## src/rtl/bram_sd_sync.sv

```systemverilog
// Save-slot transfer sequencer: streams one slot's sectors between the save RAM and the HPS SD
// block interface, writes a default header on format, and tracks a dirty flag for autosave.
module bram_sd_sync #(
  parameter int unsigned SECTOR_LOG2 = 4,
  parameter int unsigned SLOTS_LOG2  = 2,
  parameter bit          AUTOSAVE    = 1'b0,
  parameter logic [63:0] FMT_INIT    = 64'h8010_8800_4D42_5548
) (
  input  logic                  clk_sys,
  input  logic                  reset,
  input  logic                  enable,
  input  logic [SLOTS_LOG2-1:0] slot,
  input  logic                  load_req,
  input  logic                  save_req,
  input  logic                  format_req,
  input  logic                  autosave_tick,
  input  logic                  dirty_set,
  input  logic                  sd_ack,
  output logic [31:0]           sd_lba,
  output logic                  sd_rd,
  output logic                  sd_wr,
  output logic                  busy,
  output logic                  loading,
  output logic                  fmt_we,
  output logic [1:0]            fmt_addr,
  output logic [15:0]           fmt_data,
  output logic                  dirty,
  output logic                  done
);

  typedef enum logic [1:0] {
    ST_IDLE = 2'd0,
    ST_XFER = 2'd1,
    ST_FMT  = 2'd2
  } state_t;

  state_t      state_r, state_s;
  logic        load_q_r, save_q_r, fmt_q_r, ack_q_r;
  logic        load_rise_s, save_rise_s, fmt_rise_s, ack_rise_s, ack_fall_s, auto_s;
  logic        start_load_s, start_save_s, start_fmt_s;
  logic [31:0] lba_start_s, lba_s;
  logic        rd_s, wr_s, busy_s, loading_s, we_s, dirty_s, done_s;
  logic [1:0]  addr_s;
  logic [15:0] data_s;

  function automatic logic [15:0] fmt_word(input logic [1:0] idx);
    fmt_word = FMT_INIT[{idx, 4'd0} +: 16];
  endfunction

  assign load_rise_s = load_req & ~load_q_r;
  assign save_rise_s = save_req & ~save_q_r;
  assign fmt_rise_s  = format_req & ~fmt_q_r;
  assign ack_rise_s  = sd_ack & ~ack_q_r;
  assign ack_fall_s  = ~sd_ack & ack_q_r;
  assign auto_s      = AUTOSAVE & dirty & autosave_tick;

  // Start arbitration: load beats save, save beats format, format beats autosave
  assign start_load_s = enable & load_rise_s;
  assign start_save_s = enable & ~load_rise_s & (save_rise_s | (~fmt_rise_s & auto_s));
  assign start_fmt_s  = enable & ~load_rise_s & ~save_rise_s & fmt_rise_s;

  // Next-state and next-output computation
  always_comb begin
    state_s   = state_r;
    lba_s     = sd_lba;
    rd_s      = sd_rd & ~ack_rise_s;
    wr_s      = sd_wr & ~ack_rise_s;
    busy_s    = busy;
    loading_s = loading;
    we_s      = 1'b0;
    addr_s    = fmt_addr;
    data_s    = fmt_data;
    dirty_s   = dirty;
    done_s    = 1'b0;
    lba_start_s = 32'd0;
    lba_start_s[SECTOR_LOG2 +: SLOTS_LOG2] = slot;
    case (state_r)
      ST_IDLE: begin
        if (start_load_s || start_save_s) begin
          state_s   = ST_XFER;
          lba_s     = lba_start_s;
          rd_s      = start_load_s;
          wr_s      = start_save_s;
          busy_s    = 1'b1;
          loading_s = start_load_s;
          dirty_s   = dirty & ~start_save_s;
        end else if (start_fmt_s) begin
          state_s = ST_FMT;
          busy_s  = 1'b1;
          we_s    = 1'b1;
          addr_s  = 2'd0;
          data_s  = fmt_word(2'd0);
        end else begin
          state_s = ST_IDLE;
        end
      end
      ST_XFER: begin
        if (ack_fall_s) begin
          if (&sd_lba[SECTOR_LOG2-1:0]) begin
            state_s   = ST_IDLE;
            busy_s    = 1'b0;
            loading_s = 1'b0;
            done_s    = 1'b1;
          end else begin
            // direction is remembered by loading, which is only high for loads
            lba_s = sd_lba + 32'd1;
            rd_s  = loading;
            wr_s  = ~loading;
          end
        end else begin
          state_s = ST_XFER;
        end
      end
      ST_FMT: begin
        if (fmt_addr == 2'd3) begin
          state_s = ST_IDLE;
          busy_s  = 1'b0;
          done_s  = 1'b1;
          dirty_s = 1'b1;
        end else begin
          we_s   = 1'b1;
          addr_s = fmt_addr + 2'd1;
          data_s = fmt_word(fmt_addr + 2'd1);
        end
      end
      default: begin
        state_s   = ST_IDLE;
        rd_s      = 1'b0;
        wr_s      = 1'b0;
        busy_s    = 1'b0;
        loading_s = 1'b0;
      end
    endcase
    dirty_s = dirty_s | dirty_set;
  end

  // State and output registers; edge detectors track inputs even during reset
  always_ff @(posedge clk_sys) begin
    if (reset) begin
      state_r  <= ST_IDLE;
      sd_lba   <= 32'd0;
      sd_rd    <= 1'b0;
      sd_wr    <= 1'b0;
      busy     <= 1'b0;
      loading  <= 1'b0;
      fmt_we   <= 1'b0;
      fmt_addr <= 2'd0;
      fmt_data <= 16'd0;
      dirty    <= 1'b0;
      done     <= 1'b0;
    end else begin
      state_r  <= state_s;
      sd_lba   <= lba_s;
      sd_rd    <= rd_s;
      sd_wr    <= wr_s;
      busy     <= busy_s;
      loading  <= loading_s;
      fmt_we   <= we_s;
      fmt_addr <= addr_s;
      fmt_data <= data_s;
      dirty    <= dirty_s;
      done     <= done_s;
    end
    load_q_r <= load_req;
    save_q_r <= save_req;
    fmt_q_r  <= format_req;
    ack_q_r  <= sd_ack;
  end

endmodule
```

## config.mk

```make
export PLATFORM = sky130hd
export DESIGN_NAME = bram_sd_sync
export DESIGN_NICKNAME = d
export VERILOG_FILES = /design/src/rtl/bram_sd_sync.sv
export SDC_FILE = /design/constraint.sdc
export NUM_CORES = 1
export LEC_CHECK = 0
export BUFFER_PORTS_ARGS = -buffer_cell sky130_fd_sc_hd__buf_2
export CORE_ASPECT_RATIO = 1.25
export CORE_MARGIN = 1
export CORE_UTILIZATION = 40
export CTS_CLUSTER_SIZE = 10
export DETAILED_ROUTE_END_ITERATION = 10
export GPL_TIMING_DRIVEN = 0
export HOLD_SLACK_MARGIN = 0.06
export PLACE_DENSITY = 0.63
export SYNTH_ARGS = -nofsm -noshare
export SYNTH_HDL_FRONTEND = slang
export SYNTH_SLANG_ARGS = --single-unit
```

## constraint.sdc

```tcl
create_clock -name clk_sys -period 5.76 [get_ports clk_sys]
set_input_delay 0.864 -clock clk_sys [delete_from_list [all_inputs] [get_ports clk_sys]]
set_output_delay 0.864 -clock clk_sys [all_outputs]
set_load 0.02 [all_outputs]
```

# Word level (Yosys, flattened, before mapping)
# Index checks and enable logic that the tools add are counted.
# op_classes
add_sub_neg,2
n_eq_ne,13
shift,1
n_mux,45
n_bitwise,25
n_reduce_logical,10
# ops
operator,count
$mux 32,3
$pmux 32 s2,1
$shiftx 64x7->16 const A,1
$mux 16,3
$add 32x1->32 const B,1
$pmux 16 s2,1
$mux 1,20
$reduce_and 4->1,5
$mux 2,8
$ne 2x2->1 const B,8
$and 1x1->1,13
$pmux 1 s3,4
$not 1->1,11
$ne 3x3->1 const B,2
$pmux 1 s2,3
$pmux 2 s3,1
$eq 2x2->1 const B,2
$pmux 2 s2,1
$reduce_bool 2->1,2
$add 2x1->2 const B,1
$eq 2x1->1 const B,1
$logic_not 2->1,1
$reduce_and 2->1,1
$logic_or 1x1->1,1
$or 1x1->1,1
# word_totals
ff_bits,63
input_bits,11
out_inout_bits,57

# Logic depth before layout (Yosys ltp)
# Gate-level depths: netlist of the first run.
# logic_depth
depth_word,10
ltp_mapped,9
ltp_nobuf,7

# Worst setup path after synthesis of the first run
# OpenSTA, ideal clock, no wires.
# synth_path
path_type,input -> register
startpoint,input save_req
endpoint,register sd_lba[27]
arrival_time_ns,2.279
required_time_ns,5.690
slack_ns,3.410
path_stages,6
path_buffers,1
path_cell_list,nor2b_1 -> o21ai_0 -> a21o_1 -> clkbuf_1 -> or4_1 -> a21oi_1
# synth_between
elab_chain_len,5
# synth_rtl
item,line_no,source
"start, declared",14,"input logic save_req,"
$and 1x1->1,51,assign save_rise_s = save_req & ~save_q_r;
$and 1x1->1,59,assign start_save_s = enable & ~load_rise_s & (save_rise_s | (~fmt_rise_s & auto_s));
$logic_or 1x1->1,79,if (start_load_s || start_save_s) begin
$ne 2x2->1 (no line),n/a,
$reduce_and 4->1 (no line),n/a,
"end signal, assigned",153,sd_lba <= lba_s;
"end, declared",19,"output logic [31:0] sd_lba,"
# No other way between the ends.
# A chain may end at the register's enable or synchronous reset.

# Worst setup path in the final report of the first run
# layout_path
startpoint,input save_req
endpoint,register sd_lba[19]
# The elaborated chain is that of the path after synthesis.

==> impl_metrics.json, run 1 <==
{
  "synth_edf_count": 0,
  "initial_core_util_pct": 42.4,
  "firstDrtPassIters": 4,
  "worstSetupStartpointType": "input pin",
  "powerDensity_nw_per_um2": 242,
  "critical_path_peak_fanout": 10,
  "dp_slack_ps": 2730,
  "synth_common_cells": "dfxtp_1, a21oi_1, o21ai_0",
  "multiInputGateArea_sq_um": 1320,
  "worstPathCellList": "buf_2 -> nor2b_1 -> o21ai_0 -> a21o_1 -> clkbuf_1 -> clkbuf_1 -> o21ai_0 -> a21oi_1",
  "swShare_pct": 24.9,
  "cts_resized": 0,
  "insertion_delay_ps": 310,
  "design_area_sq_um": 3060,
  "relSlewSlack_pct": 51.5,
  "cts.sinks": 52,
  "place_area_sq_um": 2940,
  "intPower_mw": 0.556,
  "finalWirelength_mm": 5.83,
  "yosysWarnings": 0,
  "worstPathArrival_ps": 3010,
  "grt_util_all_layers_pct": 18.3,
  "ios": 68,
  "synth.most_common_cell": "dfxtp_1",
  "post-cts-setup-buffers": 0,
  "placed_cells": 434,
  "peakVddDrop_v": 0.000124,
  "fin_crit_ps": 2770,
  "cts_made_buffers": 5,
  "drive_above_1_share_pct": 23.9,
  "drc_errors": 0,
  "fin_skew_ps": 9.47,
  "place.gp.congestion": 0.799,
  "antenna_found_initial": 0,
  "fp-row-count": 31,
  "ctsHtreeMaxLevel": 2,
  "drt_iter0_drc": 93,
  "yosysSeqAreaShare_pct": 41.4,
  "dp_hpwl_mm": 4.43,
  "avgSynthCellArea_sq_um": 8.76,
  "cts_tree": "built",
  "grt_pass1_vias": 2049,
  "criticalPathCategory": "input pin to flip-flop",
  "hold_viol_final": 0,
  "grt_pass1_wl_mm": 9.56,
  "fillers": 605,
  "synth.distinct_cells": 45,
  "p_clk_share_pct": 36.8,
  "cpLargestDelayFamily": "compound AO/OA/AOI/OAI gates",
  "worst_slew_pin_slew_ps": 719,
  "fin_cells": 442,
  "die_h_microns": 90.7,
  "setup_ws_ps": 2990,
  "seqCellArea_sq_um": 1040,
  "ys_ff_latch": 52,
  "synthFlopType": "dfxtp_1",
  "synthTopCellsByArea": "dfxtp_1, a21oi_1, ha_1, o21ai_0, buf_4",
  "final_nets": 379,
  "n_antenna_cell": 0,
  "cts.path.max_buffers": 2,
  "grt.overflow.total": 0,
  "vias": 2263,
  "synth_top_area_share_pct": 41.4,
  "timing.max_cap.violations": 0,
  "port_buffers": 60,
  "root_buffer": "clkbuf_8",
  "holdBufCountCts": 0,
  "critPathBufInv": 3,
  "endpoint_kind": "flip-flop",
  "cpPeakStageDelay_ps": 600,
  "min_period_over_period_pct": 48.1,
  "hold_class": "flip-flop to flip-flop",
  "vias_per_cell": 5.12,
  "cts.reportedPaths.clkPinSlew_ps": 90,
  "die_area_sq_um": 6610,
  "rsz0062_at_grt": "false",
  "grt_max_degree": 16,
  "syn_inst": 287,
  "switching_power_mw": 0.185,
  "pwr-share-seq_pct": 51.0,
  "cp.required_ps": 6000,
  "synth_area_leader_cell": "dfxtp_1",
  "combPwrFrac_pct": 12.2,
  "slew_violations": 0,
  "coreArea_sq_um": 5930,
  "detail_route.wl_per_cell_microns": 13.2,
  "finalSetupViolations": 0,
  "synthArstFlopShare_pct": 0,
  "outcome": "finished clean",
  "syn2layout_area_growth_pct": 21.8,
  "fin_setup_tns_ps": 0,
  "syn_area_sq_um": 2510,
  "dieWidth_microns": 72.9,
  "ant_nets": 0,
  "critical_path.slowest_cell": "o21ai_0",
  "fmax_ghz": 0.361,
  "p_leak_nw": 1.35
}
-- flip-flops by register name, summed over array words and instances (netlist names), 2 cells and up --
signal    count
fmt_addr      2
fmt_data      5
sd_lba       32
state_r       2
-- cell type report --
cell class                 count  area share [%]
multi-input combinational    204            42.9
clock inverter                 1           0.980
tap                           82            3.35
timing repair buffer          60            9.80
buffer                        21            3.96
inverter                      15            1.84
sequential                    52            34.0
clock buffer                   7            3.15
-- worst register-to-register path, cell delays in order, from the launching register on --
cell	delay [ps]
dfxtp_1	430
inv_1	90
ha_1	240
nor2b_1	190
o2111ai_1	330
a21o_1	160
clkbuf_1	340
clkbuf_1	390
o21ai_0	170
a21oi_1	140
-- layout by cell type (no fill, tap or decap), drive strengths merged, types with 3 or more instances in the layout --
cell type  instances
mux2i              4
and2               8
nand3              6
a21o               3
nand2b             6
nand4              9
xnor2              4
and3               3
nor3               4
a211oi             3
o21ai             22
conb               6
inv               15
nor2              15
o21a               6
ha                 9
a22oi              4
dfxtp             52
or4                5
a21oi             27
clkbuf            17
nor2b              6
or3                9
nand2             15
o31ai              4
buf               71
-- path summary, 6_finish.rpt --
check | from | endpoint | slack (ps) | cells past startpoint
worst max-delay path | save_req | sd_lba[19] | 2990 | 8
worst min-delay path | sd_lba[30] | sd_lba[30] | 490 | 1
worst max register to register | state_r[0] | sd_lba[19] | 3210 | 9
worst min register to register | sd_lba[30] | sd_lba[30] | 490 | 1
-- kinds of logic (layout without fill, tap and decap cells) --
group / count (synthesis) / count (layout) / synth area share (%)
DFF: 52 / 52 / 41.4
other: 1 / 6 / 0.149
adders and majority gates: 9 / 9 / 4.48
buffers and inverters: 36 / 104 / 7.06
and+or+nand+nor: 99 / 99 / 24.0
AOI/OAI and AO/OA: 82 / 82 / 20.0
xor gates and xnor gates: 4 / 4 / 1.39
muxes: 4 / 4 / 1.59
-- stage by stage --
| step | power, mW | hold WS (ps) | utilization, % |
|---|---|---|---|
| after floorplan | 0.449 | 469 | - |
| after global placement | 0.475 | 459 | 49.5 |
| after detailed placement | 0.477 | 473 | 49.5 |
| after CTS | 0.747 | 498 | 51.6 |
| after global routing | 0.770 | 511 | 51.6 |
| final | 0.740 | 492 | 51.6 |
-- power by group through the flow --
stage / logic [mW] / registers, mW / clock network, mW
floorplan: 0.0563 / 0.392 / 0
global placement: 0.0894 / 0.386 / 0
detailed placement: 0.0911 / 0.386 / 0
CTS: 0.0913 / 0.378 / 0.278
global route: 0.0996 / 0.379 / 0.291
finish: 0.0906 / 0.378 / 0.272
-- per-layer routing --
layer	vias to the layer above	part of all wire, %	GRT usage, %
met5	-	0	0
met4	0	1.5	6.37
met3	9	4.3	4.24
met2	50	51	32.3
met1	1044	43	21.0
li1	1160	-	-
(Power assumes the default switching activity.)
==> inputs of run 2 (changes only) <==
- ABC_AREA: default -> 1
- PLACE_DENSITY: 0.63 -> 0.61
- clock period: 5.76 -> 2.8 ns (I/O delays scaled with it)
==> run 2 against run 1 <==
  * Worst setup slack got worse by 1900 ps
  * Clock power up 88%
  * Cell area up 12%
  * Wire length increased by 15%
  * Area after synthesis rose by 14%
  * Clock skew increased by 2.2 ps
  * Register-to-register slack got worse by 2200 ps
  * Core utilization down 2.6 points
  * Synthesized cell count rose by 42%
==> impl_metrics.json, run 2 <==
{
  "outcome": "finished clean",
  "place.gp.congestion": 0.826,
  "placed_cells": 563,
  "min_period_over_period_pct": 62.5,
  "initial_core_util_pct": 41.3,
  "avgSynthCellArea_sq_um": 7.06,
  "swShare_pct": 29.4,
  "timing.hold.ws_ps": 228,
  "fp-row-count": 34,
  "powerDensity_nw_per_um2": 478,
  "worstSetupStartpointType": "flip-flop",
  "seqCellArea_sq_um": 1040,
  "grt_max_degree": 16,
  "ctsHtreeMaxLevel": 2,
  "fillers": 721,
  "ant_nets": 0,
  "yosysWarnings": 0,
  "largest-register": "sd_lba",
  "antenna_found_initial": 0,
  "rsz0062_at_grt": "false",
  "timing.max_cap.violations": 0,
  "cpPeakStageDelay_ps": 340,
  "die_h_microns": 96.9,
  "switching_power_mw": 0.480,
  "ios": 68,
  "fin_cells": 571,
  "criticalPathCategory": "flip-flop to flip-flop",
  "coreArea_sq_um": 6980,
  "cts_tree": "built",
  "fin_crit_ps": 1750,
  "fmax_ghz": 0.571,
  "largest_reg_flops": 32,
  "fin_setup_tns_ps": 0,
  "final_nets": 500,
  "drc_errors": 0,
  "fin_skew_ps": 11.7,
  "firstDrtPassIters": 4,
  "most-common-layout-cells": "nand2_1, nor2_1, buf_2",
  "cts.reportedPaths.clkPinSlew_ps": 100,
  "synth_area_leader_cell": "dfxtp_1",
  "p_leak_nw": 1.63,
  "critical_path_peak_fanout": 8,
  "syn_area_sq_um": 2880,
  "grt_pass1_vias": 2503,
  "multiInputGateArea_sq_um": 1500,
  "vias_per_cell": 4.75,
  "detail_route.wl_per_cell_microns": 11.8,
  "syn_inst": 408,
  "synth.most_common_cell": "nand2_1",
  "cts.path.max_buffers": 2,
  "cts_resized": 0,
  "peakVddDrop_v": 0.000230,
  "n_antenna_cell": 0,
  "yosysSeqAreaShare_pct": 36.2,
  "synth_edf_count": 0,
  "die_area_sq_um": 7540,
  "pwr-share-seq_pct": 48.5,
  "port_buffers": 60,
  "combPwrFrac_pct": 20.1,
  "worstPathArrival_ps": 1950,
  "drt_iter0_drc": 88,
  "largestRegisters": "sd_lba (32), fmt_data (5)",
  "worstPathCellList": "inv_1 -> ha_1 -> buf_2 -> inv_1 -> a21oi_4 -> nand2_1 -> o21ai_0 -> a21oi_1",
  "holdBufCountCts": 0,
  "ys_ff_latch": 52,
  "ff2ff_setup_slack_ps": 1050,
  "critical_path.slowest_cell": "dfxtp_1",
  "hold_viol_final": 0,
  "finalWirelength_mm": 6.72,
  "syn2layout_area_growth_pct": 18.7,
  "synthTopCellsByArea": "dfxtp_1, nand2_1, nor2_1, a21oi_1, inv_1",
  "drive_above_1_share_pct": 24.9,
  "synth_common_cells": "nand2_1, nor2_1, dfxtp_1",
  "intPower_mw": 1.15,
  "synthArstFlopShare_pct": 0,
  "synthFlopType": "dfxtp_1",
  "grt.overflow.total": 0,
  "cp.required_ps": 3000,
  "synth.distinct_cells": 40,
  "final_core_util_pct": 49.0,
  "synth_top_area_share_pct": 36.2,
  "vias": 2714,
  "p_clk_share_pct": 31.4,
  "grt_pass1_wl_mm": 11.3,
  "final_common_cell": "nand2_1",
  "post-cts-setup-buffers": 0,
  "grt_util_all_layers_pct": 18.6,
  "slew_violations": 0,
  "cts_made_buffers": 5,
  "cp_common_cell": "inv_1",
  "hold_class": "input pin to flip-flop",
  "dieWidth_microns": 77.9,
  "endpoint_kind": "flip-flop",
  "dp_hpwl_mm": 5.33,
  "finalSetupViolations": 0,
  "root_buffer": "clkbuf_8",
  "insertion_delay_ps": 310,
  "cts.sinks": 52
}
-- run 2: changes by cell type after synthesis, sizes merged, moves of 12 or more --
cell   change
a21oi     +12
inv       +39
nand2     +65
nand3     +22
nor2      +65
o21ai     -12
-- run 2: worst max-delay path: cells and delay by family, from the launching register on --
family	cells	cell delay, ps
and+or+nand+nor	1	190
adders and majority gates	1	140
DFF	1	340
AOI/OAI and AO/OA	3	530
buffers and inverters	3	460
-- run 2: final timing paths --
kind | startpoint | end | depth (start not counted)
hold / removal | format_req | fmt_q_r | 1
setup reg to reg | state_r[0] | fmt_addr[0] | 8
setup / recovery | state_r[0] | fmt_addr[0] | 8
hold reg to reg | busy | busy | 2
-- run 2: cell type report --
class | count | share of cell area (%)
Inverter | 55 | 6.04
Clock inverter | 2 | 1.02
Multi-Input combinational cell | 287 | 43.8
Sequential cell | 52 | 30.5
Timing Repair Buffer | 60 | 8.78
Tap cell | 90 | 3.29
Buffer | 19 | 4.50
Clock buffer | 6 | 2.12
-- run 2: per-stage QoR --
step | setup slack, ps | power, mW | cell area [sq um]
after CTS | 1000 | 1.66 | 3420
after floorplan | 1180 | 1.05 | 2900
after detailed placement | 1020 | 1.14 | 3310
after global placement | 1070 | 1.14 | 3310
final | 1050 | 1.63 | 3420
after global routing | 824 | 1.71 | 3420
-- run 2: layer usage --
layer,vias to the layer above,wire [microns],track usage (%)
li1,1425,-,-
met1,1209,2880,20.6
met2,67,3430,34.5
met3,13,256,2.92
met4,0,157,7.40
met5,-,0,0
-- run 2: power by group through the flow --
stage,clock network [mW],logic [mW],registers [mW]
after CTS,0.530,0.332,0.794
after global placement,0,0.328,0.810
final,0.512,0.328,0.793
after floorplan,0,0.215,0.837
after detailed placement,0,0.331,0.811
after global routing,0.552,0.359,0.799
-- run 2: cell families (layout without fill, tap and decap cells) --
group           count (synthesis)  in the layout  share of synthesized area (%)
fa+ha+maj                       9              9                           3.91
xor+xnor                        2              2                          0.609
compound gates                 57             57                           11.1
simple gates                  213            213                           35.6
buf+inv                        74            142                           12.5
flops                          52             52                           36.2
other cells                     1              6                          0.130
